**config.mk**
```make
export PLATFORM = sky130hd
export DESIGN_NAME = float_mul_iter
export DESIGN_NICKNAME = d
export VERILOG_FILES = /design/src/rtl/float_pkg.sv /design/src/rtl/float_mul_step.sv /design/src/rtl/float_mul_iter.sv
export SDC_FILE = /design/constraint.sdc
export NUM_CORES = 1
export LEC_CHECK = 0
export BUFFER_PORTS_ARGS = -buffer_cell sky130_fd_sc_hd__buf_2
export CORE_UTILIZATION = 34
export DETAILED_ROUTE_END_ITERATION = 10
export GPL_TIMING_DRIVEN = 0
export PLACE_DENSITY_LB_ADDON = 0.1
export SYNTH_ARGS = -nofsm -noshare
export SYNTH_HDL_FRONTEND = slang
export SYNTH_SLANG_ARGS = --single-unit
```
**constraint.sdc**
```tcl
create_clock -name clk -period 5.2 [get_ports clk]
set_input_delay 0 -clock clk [delete_from_list [all_inputs] [get_ports clk]]
set_output_delay 0 -clock clk [all_outputs]
set_load 0.01 [all_outputs]
```
**src/rtl/float_pkg.sv**
```systemverilog
`default_nettype none
// ============================================================================
//  Module   : float_pkg
//  Brief    : Shared single-precision float constants and multiplier FSM
//             state encoding for the GPU float unit.
//  Revision : 1.0 - initial release
// ============================================================================
package float_pkg;

  localparam int float_width      = 32;
  localparam int float_exp_width  = 8;
  localparam int float_mant_width = 23;
  localparam int FLOAT_BIAS       = 127;

  localparam logic [31:0] FLOAT_QNAN = 32'h7FC00000;

  typedef enum logic [1:0] {
    IDLE = 2'd0,
    MUL  = 2'd1,
    NORM = 2'd2,
    DONE = 2'd3
  } e_float_mul_state;

endpackage
`default_nettype wire

```
**src/rtl/float_mul_step.sv**
```systemverilog
`default_nettype none
// ============================================================================
//  Module   : float_mul_step
//  Brief    : One iteration of the shift-and-add mantissa multiplier. Adds
//             the partial products for a BITS_PER_CYCLE-wide slice of the
//             multiplier, positioned at bit_offset, into the accumulator.
//  Revision : 1.0 - initial release
// ============================================================================
module float_mul_step #(
  parameter int BITS_PER_CYCLE = 1
) (
  input  logic [47:0]               acc_in,
  input  logic [23:0]               mant_a,
  input  logic [BITS_PER_CYCLE-1:0] mant_b_slice,
  input  logic [4:0]                bit_offset,
  output logic [47:0]               acc_out
);

  // Accumulate shifted copies of mant_a for every set multiplier bit in the slice
  always_comb begin
    acc_out = acc_in;
    for (int j = 0; j < BITS_PER_CYCLE; j++) begin
      if (mant_b_slice[j]) begin
        acc_out = acc_out + (48'(mant_a) << (32'(bit_offset) + j));
      end
    end
  end

endmodule
`default_nettype wire

```
**src/rtl/float_mul_iter.sv**
```systemverilog
`default_nettype none
// ============================================================================
//  Module   : float_mul_iter
//  Brief    : Iterative IEEE-754 single-precision multiplier. Retires
//             BITS_PER_CYCLE multiplier bits per cycle, rounds to nearest
//             even, saturates to inf / flushes to zero on exponent range
//             errors and short-circuits NaN / inf / zero operands.
//  Revision : 1.0 - initial release
// ============================================================================
module float_mul_iter
  import float_pkg::*;
#(
  parameter int BITS_PER_CYCLE = 1
) (
  input  logic                   clk,
  input  logic                   rst,
  input  logic                   req,
  output logic                   ready,
  input  logic [float_width-1:0] a,
  input  logic [float_width-1:0] b,
  output logic                   ack,
  output logic [float_width-1:0] out
);

  localparam int N_ITER = 24 / BITS_PER_CYCLE;

  generate
    if ((BITS_PER_CYCLE < 1) || (BITS_PER_CYCLE > 24) || ((24 % BITS_PER_CYCLE) != 0)) begin : g_bad_bits_per_cycle
      $error("float_mul_iter: BITS_PER_CYCLE must divide 24");
    end
  endgenerate

  e_float_mul_state r_state;
  e_float_mul_state w_state_next;

  logic        r_sign;
  logic [7:0]  r_exp_a;
  logic [7:0]  r_exp_b;
  logic [23:0] r_mant_a;
  logic [23:0] r_mant_b;
  logic [47:0] r_prod;
  logic [4:0]  r_iter;
  logic [31:0] r_special;
  logic [31:0] r_out;
  logic        r_ack;

  logic        w_ack_set;
  logic        w_special_hit;
  logic [31:0] w_special_val;
  logic [4:0]  w_offset;
  logic [BITS_PER_CYCLE-1:0] w_slice;
  logic [47:0] w_acc_next;
  logic [31:0] w_norm_out;

  // Operand classification straight from the request inputs
  logic w_sign;
  logic w_a_nan, w_a_inf, w_a_zero;
  logic w_b_nan, w_b_inf, w_b_zero;

  assign w_sign   = a[31] ^ b[31];
  assign w_a_nan  = (a[30:23] == 8'hFF) && (a[22:0] != 23'd0);
  assign w_a_inf  = (a[30:23] == 8'hFF) && (a[22:0] == 23'd0);
  assign w_a_zero = (a[30:23] == 8'h00);
  assign w_b_nan  = (b[30:23] == 8'hFF) && (b[22:0] != 23'd0);
  assign w_b_inf  = (b[30:23] == 8'hFF) && (b[22:0] == 23'd0);
  assign w_b_zero = (b[30:23] == 8'h00);

  // Resolve special operands; NaN and inf*0 take priority over inf and zero
  always_comb begin
    w_special_hit = 1'b1;
    w_special_val = 32'd0;
    if (w_a_nan || w_b_nan) begin
      w_special_val = FLOAT_QNAN;
    end else if ((w_a_inf && w_b_zero) || (w_a_zero && w_b_inf)) begin
      w_special_val = FLOAT_QNAN;
    end else if (w_a_inf || w_b_inf) begin
      w_special_val = {w_sign, 8'hFF, 23'd0};
    end else if (w_a_zero || w_b_zero) begin
      w_special_val = {w_sign, 31'd0};
    end else begin
      w_special_hit = 1'b0;
    end
  end

  // Select the multiplier slice for the current iteration, LSB first
  always_comb begin
    w_offset = 5'(32'(r_iter) * BITS_PER_CYCLE);
    w_slice  = BITS_PER_CYCLE'(r_mant_b >> w_offset);
  end

  float_mul_step #(
    .BITS_PER_CYCLE(BITS_PER_CYCLE)
  ) u_step (
    .acc_in       (r_prod),
    .mant_a       (r_mant_a),
    .mant_b_slice (w_slice),
    .bit_offset   (w_offset),
    .acc_out      (w_acc_next)
  );

  // Normalise, round to nearest even, range check and pack the product
  logic [22:0]       w_mant;
  logic              w_guard;
  logic              w_sticky;
  logic              w_exp_adj;
  logic              w_round;
  logic [23:0]       w_mant_rnd;
  logic signed [9:0] w_exp;

  always_comb begin
    if (r_prod[47]) begin
      w_mant    = r_prod[46:24];
      w_guard   = r_prod[23];
      w_sticky  = |r_prod[22:0];
      w_exp_adj = 1'b1;
    end else begin
      w_mant    = r_prod[45:23];
      w_guard   = r_prod[22];
      w_sticky  = |r_prod[21:0];
      w_exp_adj = 1'b0;
    end
    w_round    = w_guard & (w_sticky | w_mant[0]);
    w_mant_rnd = {1'b0, w_mant} + {23'd0, w_round};
    // A carry out of the rounded mantissa leaves the field at zero and bumps the exponent
    w_exp      = $signed({2'b00, r_exp_a}) + $signed({2'b00, r_exp_b})
               - 10'sd127
               + $signed({9'd0, w_exp_adj})
               + $signed({9'd0, w_mant_rnd[23]});
    if (w_exp >= 10'sd255) begin
      w_norm_out = {r_sign, 8'hFF, 23'd0};
    end else if (w_exp <= 10'sd0) begin
      w_norm_out = {r_sign, 31'd0};
    end else begin
      w_norm_out = {r_sign, w_exp[7:0], w_mant_rnd[22:0]};
    end
  end

  // State register
  always_ff @(posedge clk or negedge rst) begin
    if (!rst) begin
      r_state <= IDLE;
    end else begin
      r_state <= w_state_next;
    end
  end

  // Next-state logic
  always_comb begin
    w_state_next = r_state;
    case (r_state)
      IDLE: if (req) w_state_next = w_special_hit ? DONE : MUL;
      MUL:  if (r_iter == 5'(N_ITER - 1)) w_state_next = NORM;
      NORM: w_state_next = IDLE;
      DONE: w_state_next = IDLE;
      default: w_state_next = IDLE;
    endcase
  end

  // Output decode: ready while idle, ack scheduled on the result-producing states
  always_comb begin
    ready     = (r_state == IDLE);
    w_ack_set = (r_state == NORM) || (r_state == DONE);
  end

  assign ack = r_ack;
  assign out = r_out;

  // Operand capture, product accumulation and result register
  always_ff @(posedge clk or negedge rst) begin
    if (!rst) begin
      r_sign    <= 1'b0;
      r_exp_a   <= 8'd0;
      r_exp_b   <= 8'd0;
      r_mant_a  <= 24'd0;
      r_mant_b  <= 24'd0;
      r_prod    <= 48'd0;
      r_iter    <= 5'd0;
      r_special <= 32'd0;
      r_out     <= 32'd0;
      r_ack     <= 1'b0;
    end else begin
      r_ack <= w_ack_set;
      case (r_state)
        IDLE: begin
          if (req) begin
            r_sign    <= w_sign;
            r_exp_a   <= a[30:23];
            r_exp_b   <= b[30:23];
            r_mant_a  <= {1'b1, a[22:0]};
            r_mant_b  <= {1'b1, b[22:0]};
            r_prod    <= 48'd0;
            r_iter    <= 5'd0;
            r_special <= w_special_val;
          end
        end
        MUL: begin
          r_prod <= w_acc_next;
          r_iter <= r_iter + 5'd1;
        end
        default: ;
      endcase
      if (r_state == NORM) begin
        r_out <= w_norm_out;
      end else if (r_state == DONE) begin
        r_out <= r_special;
      end else begin
        r_out <= 32'd0;
      end
    end
  end

endmodule
`default_nettype wire

```
==> results of run 1 <==
[what timing repair did]
action,in CTS,in global routing
hold buffers,65,0
buffers inserted,2,1
hold endpoints to repair,219,0
pin swaps,2,3
endpoints found under the setup margin,43,46
gates resized for setup,11,30
[synth_stat cells, types with 3 or more instances]
cell type / number
a211oi_2: 7
clkbuf_1: 45
dfrtp_1: 155
nand2_1: 319
a32o_1: 3
mux2_2: 16
xnor2_1: 34
or3_1: 6
a2111o_1: 3
nor2b_1: 25
buf_1: 9
o211ai_1: 6
buf_6: 3
xor2_1: 39
and2_1: 9
o21a_1: 5
a21oi_1: 81
o41ai_1: 3
nor3b_1: 7
nand4_1: 21
a22o_1: 7
mux4_2: 14
buf_4: 4
nand3_1: 30
ha_1: 64
a21o_1: 19
mux2i_1: 34
fa_1: 3
nor2_1: 104
o21ai_1: 13
o21ai_0: 94
o22ai_1: 14
nor4_1: 23
inv_1: 30
a31oi_1: 7
o21bai_1: 10
a211oi_1: 15
buf_2: 15
nor3_1: 15
o21ai_2: 4
nand2b_1: 10
and3_1: 7
o31ai_1: 12
a221oi_1: 3
[flip-flops by register name, summed over array words and instances (netlist names)]
| register | cells |
|---|---|
| ack | 1 |
| out | 32 |
| r_exp_a | 8 |
| r_exp_b | 8 |
| r_iter | 5 |
| r_mant_a | 24 |
| r_mant_b | 23 |
| r_prod | 48 |
| r_sign | 1 |
| r_special | 3 |
| r_state | 2 |
[worst paths after layout]
| kind | from | to | slack (ps) | cells after the start |
|---|---|---|---|---|
| worst max-delay path | r_iter[1]$_DFFE_PN0P_ | r_prod[47]$_DFFE_PN0P_ | 270 | 20 |
| worst min-delay path | rst | r_exp_a[7]$_DFFE_PN0P_ | 20 | 2 |
| worst max register to register | r_iter[1]$_DFFE_PN0P_ | r_prod[47]$_DFFE_PN0P_ | 270 | 20 |
| worst min register to register | r_mant_b[10]$_DFFE_PN0P_ | r_mant_b[10]$_DFFE_PN0P_ | 480 | 2 |
| max in group asynchronous | rst | r_prod[2]$_DFFE_PN0P_ | 4280 | 3 |
| min in group clk | req | r_iter[0]$_DFFE_PN0P_ | 60 | 4 |
[cell type report]
type	count	share of cell area, %
plain buffers	78	3.02
inverters	33	0.922
clock inverters	14	0.860
clock buffers	18	3.11
flip-flops and latches	155	27.5
repair buffers	169	8.58
well taps	448	3.97
multi-input cells	1142	52.1
[metal layers]
metal,vias to the layer above,track usage (%)
met2,161,33.3
met5,-,0
met4,0,5.61
met1,4996,28.2
met3,25,2.21
li1,5362,-
[power by group through the flow]
| stage | clock (W) | sequential, W | combinational (W) |
|---|---|---|---|
| after CTS | 0.00126 | 0.00203 | 0.00600 |
| after global placement | 0 | 0.00204 | 0.00588 |
| after global routing | 0.00132 | 0.00210 | 0.00674 |
| after floorplan | 0 | 0.00193 | 0.00439 |
| final | 0.00122 | 0.00203 | 0.00605 |
| after detailed placement | 0 | 0.00205 | 0.00590 |
[cells in the final DEF, fill, tap and decap left out, types with 7 or more instances in the layout]
master	Yosys	routed
nand2_1	319	319
dfrtp_1	155	155
buf_2	15	108
nor2_1	104	104
o21ai_0	94	89
a21oi_1	81	76
dlygate4sd3_1	0	65
ha_1	64	63
clkbuf_1	45	40
xor2_1	39	38
xnor2_1	34	34
mux2i_1	34	33
inv_1	30	30
nand3_1	30	29
nor2b_1	25	24
nor4_1	23	22
nand4_1	21	21
a21o_1	19	19
o21ai_1	13	18
clkbuf_16	0	17
mux2_2	16	16
nor3_1	15	15
mux4_2	14	14
a211oi_1	15	14
o22ai_1	14	14
o31ai_1	12	12
nand2b_1	10	10
o21bai_1	10	10
and2_1	9	9
buf_1	9	8
a211oi_2	7	8
inv_6	0	8
buf_4	4	7
and3_1	7	7
a22o_1	7	7
[cells by family after synthesis]
group / after synthesis / share of synthesized area, %
flops: 155 / 33.2
simple gates: 600 / 23.4
xor+xnor: 73 / 5.48
fa+ha+maj: 67 / 7.38
buf+inv: 113 / 4.55
mux: 65 / 7.29
compound gates: 337 / 18.7
[through the flow]
stage | utilization (%) | instances
6_report | 42.0 | 2057
5_1_grt | 42.0 | 2057
4_1_cts | 41.7 | 2057
3_5_place_dp | 38.0 | 1959
3_3_place_gp | 37.9 | 1958
2_1_floorplan | - | 1410
[critical path, cell delays in order, from the launching register on]
cell      delay (ps)
dfrtp_1          350
clkbuf_2         300
clkbuf_1         430
clkbuf_2         330
nand2_1           70
o21ai_0          130
o21ai_0          220
o21ai_1          310
o22ai_1          180
ha_1             330
buf_4            140
nand4_1          120
or4_4            460
or3b_1           380
o41ai_2           90
o21ai_2          120
nand2_2          150
a31oi_2          140
o211ai_1         240
or3_1            140
nand3_1          120
==> results.py, run 1 <==
metrics = {
    "sta": {
        "setup_viol_count_final": 0,
        "sum_of_negative_setup_slack_ps": 0,
        "finalWorstSetupSlack_ps": 268,
        "finalHoldWorstSlack_ps": 18.5,
        "timing_hold_violations_final": 0,
        "worst_pin_slew_ps": 932,
        "fin_crit_period_ps": 4930,
        "slew_viol_final": 0,
        "clock_skew_ps": 16.7,
        "fmax_ghz": 0.203,
        "timing.max_slew.rel_slack_pct": 37.6,
        "fin_crit_sh_pct": 94.8,
    },
    "cts": {
        "clock_buffer_depth": 2,
        "cts-root-buf": "clkbuf_16",
        "htree_num_levels": 4,
        "cts_inserted_buffers": 17,
        "cts.sink_count": 155,
        "clock_tree_from_tritoncts": "built",
        "worst_setup_hold_path_clk_slew_ps": 70,
        "clk-insertion-delay-late_ps": 450,
    },
    "synth": {
        "ys_top_cells_by_area": "dfrtp_1 (33%), nand2_1 (10%), ha_1 (6.9%)",
        "synth_area_um2": 11700,
        "synth_ff_type": "dfrtp_1",
        "ys_ff_latch": 155,
        "async_reset_ff_share_pct": 100,
        "synthesis.yosys.warnings": 0,
        "synth_area_leader_cell": "dfrtp_1",
        "synth_nets": 1544,
        "synth_largest_type_area_fraction_pct": 33.2,
        "sequential_element_share_of_the_synthesized_area_pct": 33.2,
        "synth_edf_count": 0,
        "yosysUniqueCellTypes": 90,
        "synthesis.area_per_instance_um2": 8.27,
        "post_synth_inst_count": 1410,
    },
    "floorplan": {
        "initial_utilization_pct": 34.7,
        "io_pins": 101,
        "die_area_um2": 35100,
        "die_w_um": 187,
        "fp-row-count": 67,
        "dieHeight_um": 187,
        "core_um2": 33600,
    },
    "power": {
        "power.share.clock_pct": 13.2,
        "switching_portion_of_total_power_pct": 50.0,
        "sequentialPowerShare_pct": 21.8,
        "power.share.combinational_pct": 65.0,
        "report.power.total_w": 0.00931,
        "p_leak_nw": 6.41,
        "irDropWorstVdd_mv": 0.302,
        "p_int_w": 0.00465,
        "power.switching_w": 0.00465,
        "power.density_cell_area_nw_per_um2": 659,
    },
    "critical_path": {
        "timing.setup.critical_path_class": "flip-flop to flip-flop",
        "timing.critical_path.to_type": "flip-flop",
        "crit_fanout": 10,
        "worst-endpoint-arrival_ps": 5230,
        "setup.worst_path.start_class": "flip-flop",
        "critical_path_required_ps": 5500,
    },
    "layout": {
        "area_growth_syn_to_layout_pct": 21.0,
        "multiInputGateArea_um2": 7350,
        "fill_cells": 3386,
        "fin_nets": 1730,
        "sequential_cell_area_in_the_final_layout_um2": 3880,
        "layout.cell_area.non_filler_um2": 14100,
        "n_antenna_cell": 0,
        "post_route_cells_drive_above_1_share_pct": 15.8,
    },
    "grt": {
        "number_of_global_route_vias_before_repair": 10500,
        "grt_max_degree": 114,
        "antenna_found_initial": 0,
        "grt_remaining_overflow": 0,
        "grt_pass1_wl_um": 56600,
        "globalRouteTotalUtil_pct": 20.3,
    },
    "place": {
        "dpl_worst_slack_ps": -579,
        "place_congestion": 0.901,
        "detailed_place_hpwl_um": 26600,
        "placed_area_um2": 12800,
        "io_buffers": 100,
    },
    "drt": {
        "drtIter0Drc": 469,
        "dr_wl_met3_um": 825,
        "total_met2_wirelength_after_detailed_routing_um": 16000,
        "top_layer": "met4",
        "drc": 0,
        "drt_first_pass_iters": 4,
        "per_cell_via_count_in_the_routed_design": 5.13,
        "detail_route.wirelength.met1_um": 17300,
        "dr_total_vias": 10500,
        "detail_route.wirelength_um": 34600,
        "detail-route-antenna-nets": 0,
        "routedWlPerCell_um": 16.8,
    },
    "run_status": {
        "run_status": "finished, final reports clean",
    },
    "job": {
        "max_cap_viol_count": 0,
    },
    "worst_hold_path": {
        "class_of_the_tightest_hold_or_removal_check": "input port to async pin",
    },
}
Power figures use the tool's default switching activity.
==> run 2: changes to the inputs <==
CORE_UTILIZATION = 55   (was 34)
clock period = 4.65 ns   (was 5.2 ns; I/O delays follow)
==> results.py, run 2 (synthesis gave the netlist of run 1 again) <==
metrics = {
    "cts": {
        "cts-root-buf": "clkbuf_16",
        "clk-insertion-delay-late_ps": 440,
        "clock_buffer_depth": 2,
        "htree_num_levels": 4,
        "worst_setup_hold_path_clk_slew_ps": 70,
        "clock_tree_from_tritoncts": "built",
        "cts_inserted_buffers": 17,
        "cts.sink_count": 155,
    },
    "drt": {
        "drc": 0,
        "detail_route.wirelength_um": 34100,
        "detail-route-antenna-nets": 0,
        "dr_total_vias": 11200,
        "drtIter0Drc": 833,
        "routedWlPerCell_um": 17.8,
        "drt_first_pass_iters": 5,
        "per_cell_via_count_in_the_routed_design": 5.85,
    },
    "place": {
        "place_congestion": 0.953,
        "detailed_place_hpwl_um": 24600,
        "placed_cells_incl_taps": 1781,
        "io_buffers": 100,
    },
    "layout": {
        "largest_reg_flops": 48,
        "area_growth_syn_to_layout_pct": 24.6,
        "final_cell_mix": "nand2_1 (316), dfrtp_1 (155), buf_2 (106), nor2_1 (103), o21ai_0 (73)",
        "fin_nets": 1761,
        "finalCoreUtilization_pct": 70.9,
        "post_route_cells_drive_above_1_share_pct": 21.0,
        "final-instance-count-excl-fill": 1910,
        "fill_cells": 1646,
        "n_antenna_cell": 0,
        "final_common_cell": "nand2_1",
        "largest_register": "r_prod",
    },
    "floorplan": {
        "core_um2": 20500,
        "dieHeight_um": 148,
        "initial_utilization_pct": 56.9,
        "die_area_um2": 21800,
        "io_pins": 101,
        "die_w_um": 148,
        "fp-row-count": 52,
    },
    "critical_path": {
        "critical_path_required_ps": 5000,
        "crit_fanout": 6,
        "setup.worst_path.start_class": "flip-flop",
        "timing.critical_path.to_type": "flip-flop",
        "critical_path.slowest_cell": "or3b_4",
        "timing.setup.critical_path_class": "flip-flop to flip-flop",
        "worstPathCellList": "buf_6 > mux2_4 > or3b_4 > nor3_4 > nand2_2 > nor4_4 > nand3_2 > nor3b_2 > fa_2 > inv_2 > fa_2 > nor2b_2 > o211ai_1 > a21boi_1 > nor2_1 > xor2_1 > buf_4 > nor3_4 > o2bb2ai_2 > a21o_1 > or2_4 > clkbuf_16 > a211oi_2",
        "worst_path_largest_cell_delay_ps": 400,
        "cp_top_delay_family": "simple AND/OR/NAND/NOR gates",
        "ff2ff_setup_slack_ps": -40,
        "critPathBufInv": 4,
        "worst-endpoint-arrival_ps": 5040,
    },
    "grt": {
        "number_of_global_route_vias_before_repair": 10600,
        "grt_max_degree": 89,
        "globalRouteTotalUtil_pct": 31.4,
        "grt_remaining_overflow": 0,
        "grt_pass1_wl_um": 53800,
        "antenna_found_initial": 0,
    },
    "sta": {
        "worst_pin_slew_ps": 1020,
        "timing_hold_violations_final": 0,
        "fin_crit_sh_pct": 101,
        "fmax_ghz": 0.213,
        "grt_setup_unrepaired": "yes",
        "clock_skew_ps": 13.8,
        "slew_viol_final": 0,
        "fin_crit_period_ps": 4690,
        "finalWorstSetupSlack_ps": -44.3,
        "timing.max_slew.rel_slack_pct": 31.7,
        "setup_viol_count_final": 11,
        "sum_of_negative_setup_slack_ps": -294,
    },
    "run_status": {
        "run_status": "finished, violations left",
        "failed_checks": "setup timing",
    },
    "job": {
        "max_cap_viol_count": 0,
    },
    "power": {
        "p_leak_nw": 6.68,
        "irDropWorstVdd_mv": 0.387,
        "power.density_cell_area_nw_per_um2": 770,
    },
    "worst_hold_path": {
        "class_of_the_tightest_hold_or_removal_check": "input port to flip-flop",
    },
}
==> run 2: cell types whose count changed in the layout (fill, tap and decap cells not counted), moves of 4 or more <==
cell      delta
a21oi_1      -7
ha_2         +5
o21ai_1     +10
a21oi_2      +6
clkbuf_1     -4
mux2i_1     -14
inv_6        -7
mux2i_2     +11
buf_4       +32
ha_1         -5
o21ai_0     -16
o21ai_2      +6
==> run 2: final timing paths <==
path                            cells after the start                       end                     start
worst max register to register                     23          out[7]$_DFF_PN0_    r_prod[47]$_DFFE_PN0P_
min in group asynchronous                           2    r_exp_b[6]$_DFFE_PN0P_                       rst
max in group asynchronous                           3    r_prod[12]$_DFFE_PN0P_                       rst
worst min-delay path                                4     r_iter[0]$_DFFE_PN0P_                       req
worst max-delay path                               23          out[7]$_DFF_PN0_    r_prod[47]$_DFFE_PN0P_
worst min register to register                      2  r_mant_b[15]$_DFFE_PN0P_  r_mant_b[15]$_DFFE_PN0P_
==> run 2: area by class of cell <==
class,count,area [um^2],area share [%]
clock inverter,11,129,0.886
multi-input combinational,1142,7620,52.4
timing repair buffer,202,1470,10.1
tap,270,338,2.32
inverter,33,135,0.929
buffer,76,495,3.41
sequential,155,3880,26.7
clock buffer,21,470,3.24
==> run 2: tightest hold or removal path, delay by kind of cell <==
family / cells / cell delay, ps
AOI/OAI and AO/OA: 2 / 240
and+or+nand+nor: 1 / 110
buffers and inverters: 1 / 120
==> run 2: power breakdown <==
group / switching, W / total (W) / leakage, nW / internal [W]
clock: 0.000627 / 0.00143 / 0.285 / 0.000799
sequential: 0.000462 / 0.00230 / 2.02 / 0.00184
combinational: 0.00437 / 0.00747 / 4.38 / 0.00310
==> run 2: stage by stage <==
step                setup WS [ps]  area [um^2]  hold slack, ps  power, W
floorplan                    4.66        11700            -296   0.00707
global placement             -809        12500             205   0.00865
finish                      -44.3        14500            80.3    0.0112
global route                 -302        14500             110    0.0120
CTS                         -23.1        14100            51.0    0.0106
detailed placement           -894        12500            39.9   0.00874
==> run 2: layer usage <==
layer / vias up / GRT usage (%) / routed length, um
met3: 57 / 5.03 / 1650
met5: - / 0 / 0
li1: 5419 / - / -
met2: 324 / 51.8 / 16000
met4: 0 / 9.54 / 731
met1: 5379 / 42.6 / 15700
==> run 2: repair_timing <==
item / CTS / global route
buffers inserted: 20 / 15
resized for setup: 56 / 88
hold buffers: 65 / 0
pin swaps: 14 / 24
gates cloned: 0 / 1
endpoints found under the hold margin: 131 / 0
setup endpoints to repair: 54 / 52
==> run 3: changes to the inputs <==
CORE_MARGIN = 2   (was not set)
CTS_CLUSTER_DIAMETER = 50   (was not set)
MAX_ROUTING_LAYER = met4   (was not set)
==> results.py, run 3 (synthesis gave the netlist of run 1 again) <==
metrics = {
    "floorplan": {
        "die_w_um": 150,
        "core_um2": 20900,
        "io_pins": 101,
        "fp-row-count": 53,
        "die_area_um2": 22400,
        "dieHeight_um": 150,
        "initial_utilization_pct": 55.9,
    },
    "cts": {
        "clock_buffer_depth": 2,
        "htree_num_levels": 4,
        "cts_inserted_buffers": 17,
        "worst_setup_hold_path_clk_slew_ps": 70,
        "cts-root-buf": "clkbuf_16",
        "clock_tree_from_tritoncts": "built",
        "cts.sink_count": 155,
        "clk-insertion-delay-late_ps": 440,
    },
    "grt": {
        "grt.met2_usage_pct": 52.5,
        "global_route_track_usage_on_met1_pct": 42.5,
        "grt_remaining_overflow": 0,
        "grt_busiest_layer": "met2",
        "globalRouteTotalUtil_pct": 32.8,
        "global_route.usage.met3_pct": 5.24,
        "grt_max_degree": 94,
        "grt_pass1_wl_um": 56000,
        "number_of_global_route_vias_before_repair": 10900,
        "antenna_found_initial": 0,
    },
    "drt": {
        "per_cell_via_count_in_the_routed_design": 5.95,
        "detail_route.wirelength_um": 36000,
        "routedWlPerCell_um": 18.9,
        "drc": 0,
        "drtIter0Drc": 983,
        "dr_total_vias": 11300,
        "detail-route-antenna-nets": 0,
        "drt_first_pass_iters": 7,
    },
    "sta": {
        "grt_setup_unrepaired": "yes",
        "worst_pin_slew_ps": 1040,
        "timing.max_slew.rel_slack_pct": 30.5,
        "slew_viol_final": 0,
        "fin_crit_period_ps": 4580,
        "setup_viol_count_final": 0,
        "fin_crit_sh_pct": 98.4,
        "clock_skew_ps": 15.3,
        "timing_hold_violations_final": 0,
        "fmax_ghz": 0.218,
    },
    "layout": {
        "area_growth_syn_to_layout_pct": 25.3,
        "fin_nets": 1749,
        "final_common_cell": "nand2_1",
        "largest_reg_flops": 48,
        "fill_cells": 1672,
        "largest_register": "r_prod",
        "final_cell_mix": "nand2_1 (318), dfrtp_1 (154), buf_2 (106), nor2_1 (94), o21ai_0 (81)",
        "n_antenna_cell": 0,
        "layout.cell_area.non_filler_um2": 14600,
        "post_route_cells_drive_above_1_share_pct": 21.3,
    },
    "power": {
        "report.power.total_w": 0.0114,
        "power.density_cell_area_nw_per_um2": 780,
        "irDropWorstVdd_mv": 0.715,
        "p_leak_nw": 6.69,
    },
    "place": {
        "detailed_place_hpwl_um": 25100,
        "io_buffers": 100,
        "placed_area_um2": 12600,
        "place_congestion": 0.973,
    },
    "critical_path": {
        "timing.setup.critical_path_class": "flip-flop to flip-flop",
        "timing.critical_path.to_type": "flip-flop",
        "worst-endpoint-arrival_ps": 4920,
        "critical_path_required_ps": 4990,
        "crit_fanout": 7,
        "setup.worst_path.start_class": "flip-flop",
        "ff2ff_setup_slack_ps": 70,
    },
    "run_status": {
        "run_status": "finished, final reports clean",
    },
    "worst_hold_path": {
        "class_of_the_tightest_hold_or_removal_check": "input port to flip-flop",
    },
    "job": {
        "max_cap_viol_count": 0,
    },
}
[run 3: worst max-delay path, stage by stage, from the launching register on]
cell and delay [ps]:
dfrtp_1 370, buf_6 140, mux2_4 200, or3b_4 400, nor3_4 210, nand2_2 100, nor4_4 200, nand3_2 130
nor3b_2 200, fa_2 230, inv_2 40, fa_2 360, nor2b_2 150, o211ai_1 90, a21boi_1 180, nor2_1 70
xor2_1 150, buf_4 150, nor3_2 40, a31o_2 210, a21o_1 190, or2_4 330, clkbuf_16 180, a211oi_2 140
[run 3: path summary, 6_finish.rpt]
kind                                          from                 endpoint  cells after the start
max                         r_prod[47]$_DFFE_PN0P_        out[15]$_DFF_PN0_                     23
min                                            req    r_iter[0]$_DFFE_PN0P_                      4
max reg2reg                 r_prod[47]$_DFFE_PN0P_        out[15]$_DFF_PN0_                     23
min reg2reg                r_mant_b[6]$_DFFE_PN0P_  r_mant_b[6]$_DFFE_PN0P_                      2
max in group asynchronous                      rst    r_prod[6]$_DFFE_PN0P_                      3
min in group asynchronous                      rst   r_exp_b[6]$_DFFE_PN0P_                      2
[run 3: cell type report]
type                    count  area [um^2]  share of cell area (%)
multi-input cells        1142         7750                    53.0
flip-flops and latches    155         3880                    26.5
repair buffers            192         1420                    9.68
plain buffers              74          495                    3.39
clock buffers              18          429                    2.94
well taps                 275          344                    2.35
clock inverters            14          171                    1.17
inverters                  33          128                   0.873
[run 3: timing repair]
| item | 4_1_cts | 5_1_grt |
|---|---|---|
| hold buffers | 65 | 0 |
| buffers inserted | 10 | 14 |
| gates resized for setup | 49 | 116 |
| hold endpoints to repair | 156 | 0 |
| setup endpoints to repair | 56 | 53 |
| pin swaps | 11 | 29 |
| cloned | 0 | 2 |
[run 3: metrics by stage]
stage,setup TNS [ps],hold slack (ps),util (%),worst slack (ps),instances
final,0,59.4,70.0,73.3,1903
after global routing,-4130,66.4,70.0,-215,1903
after CTS,-5.36,45.7,67.2,-5.36,1892
after detailed placement,-30290,157,60.1,-831,1786
after global placement,-29510,205,59.9,-794,1785
after floorplan,0,-296,-,4.66,1410
[run 3: power breakdown]
part           internal (W)  leakage (nW)  switching, W
Combinational       0.00313          4.38       0.00450
Clock              0.000816         0.292      0.000649
Sequential          0.00184          2.02      0.000469
[run 3: per-layer routing]
layer,wire length (um),up-vias
li1,-,5404
met1,15800,5417
met2,17200,429
met3,2010,75
met4,943,0
met5,0,-
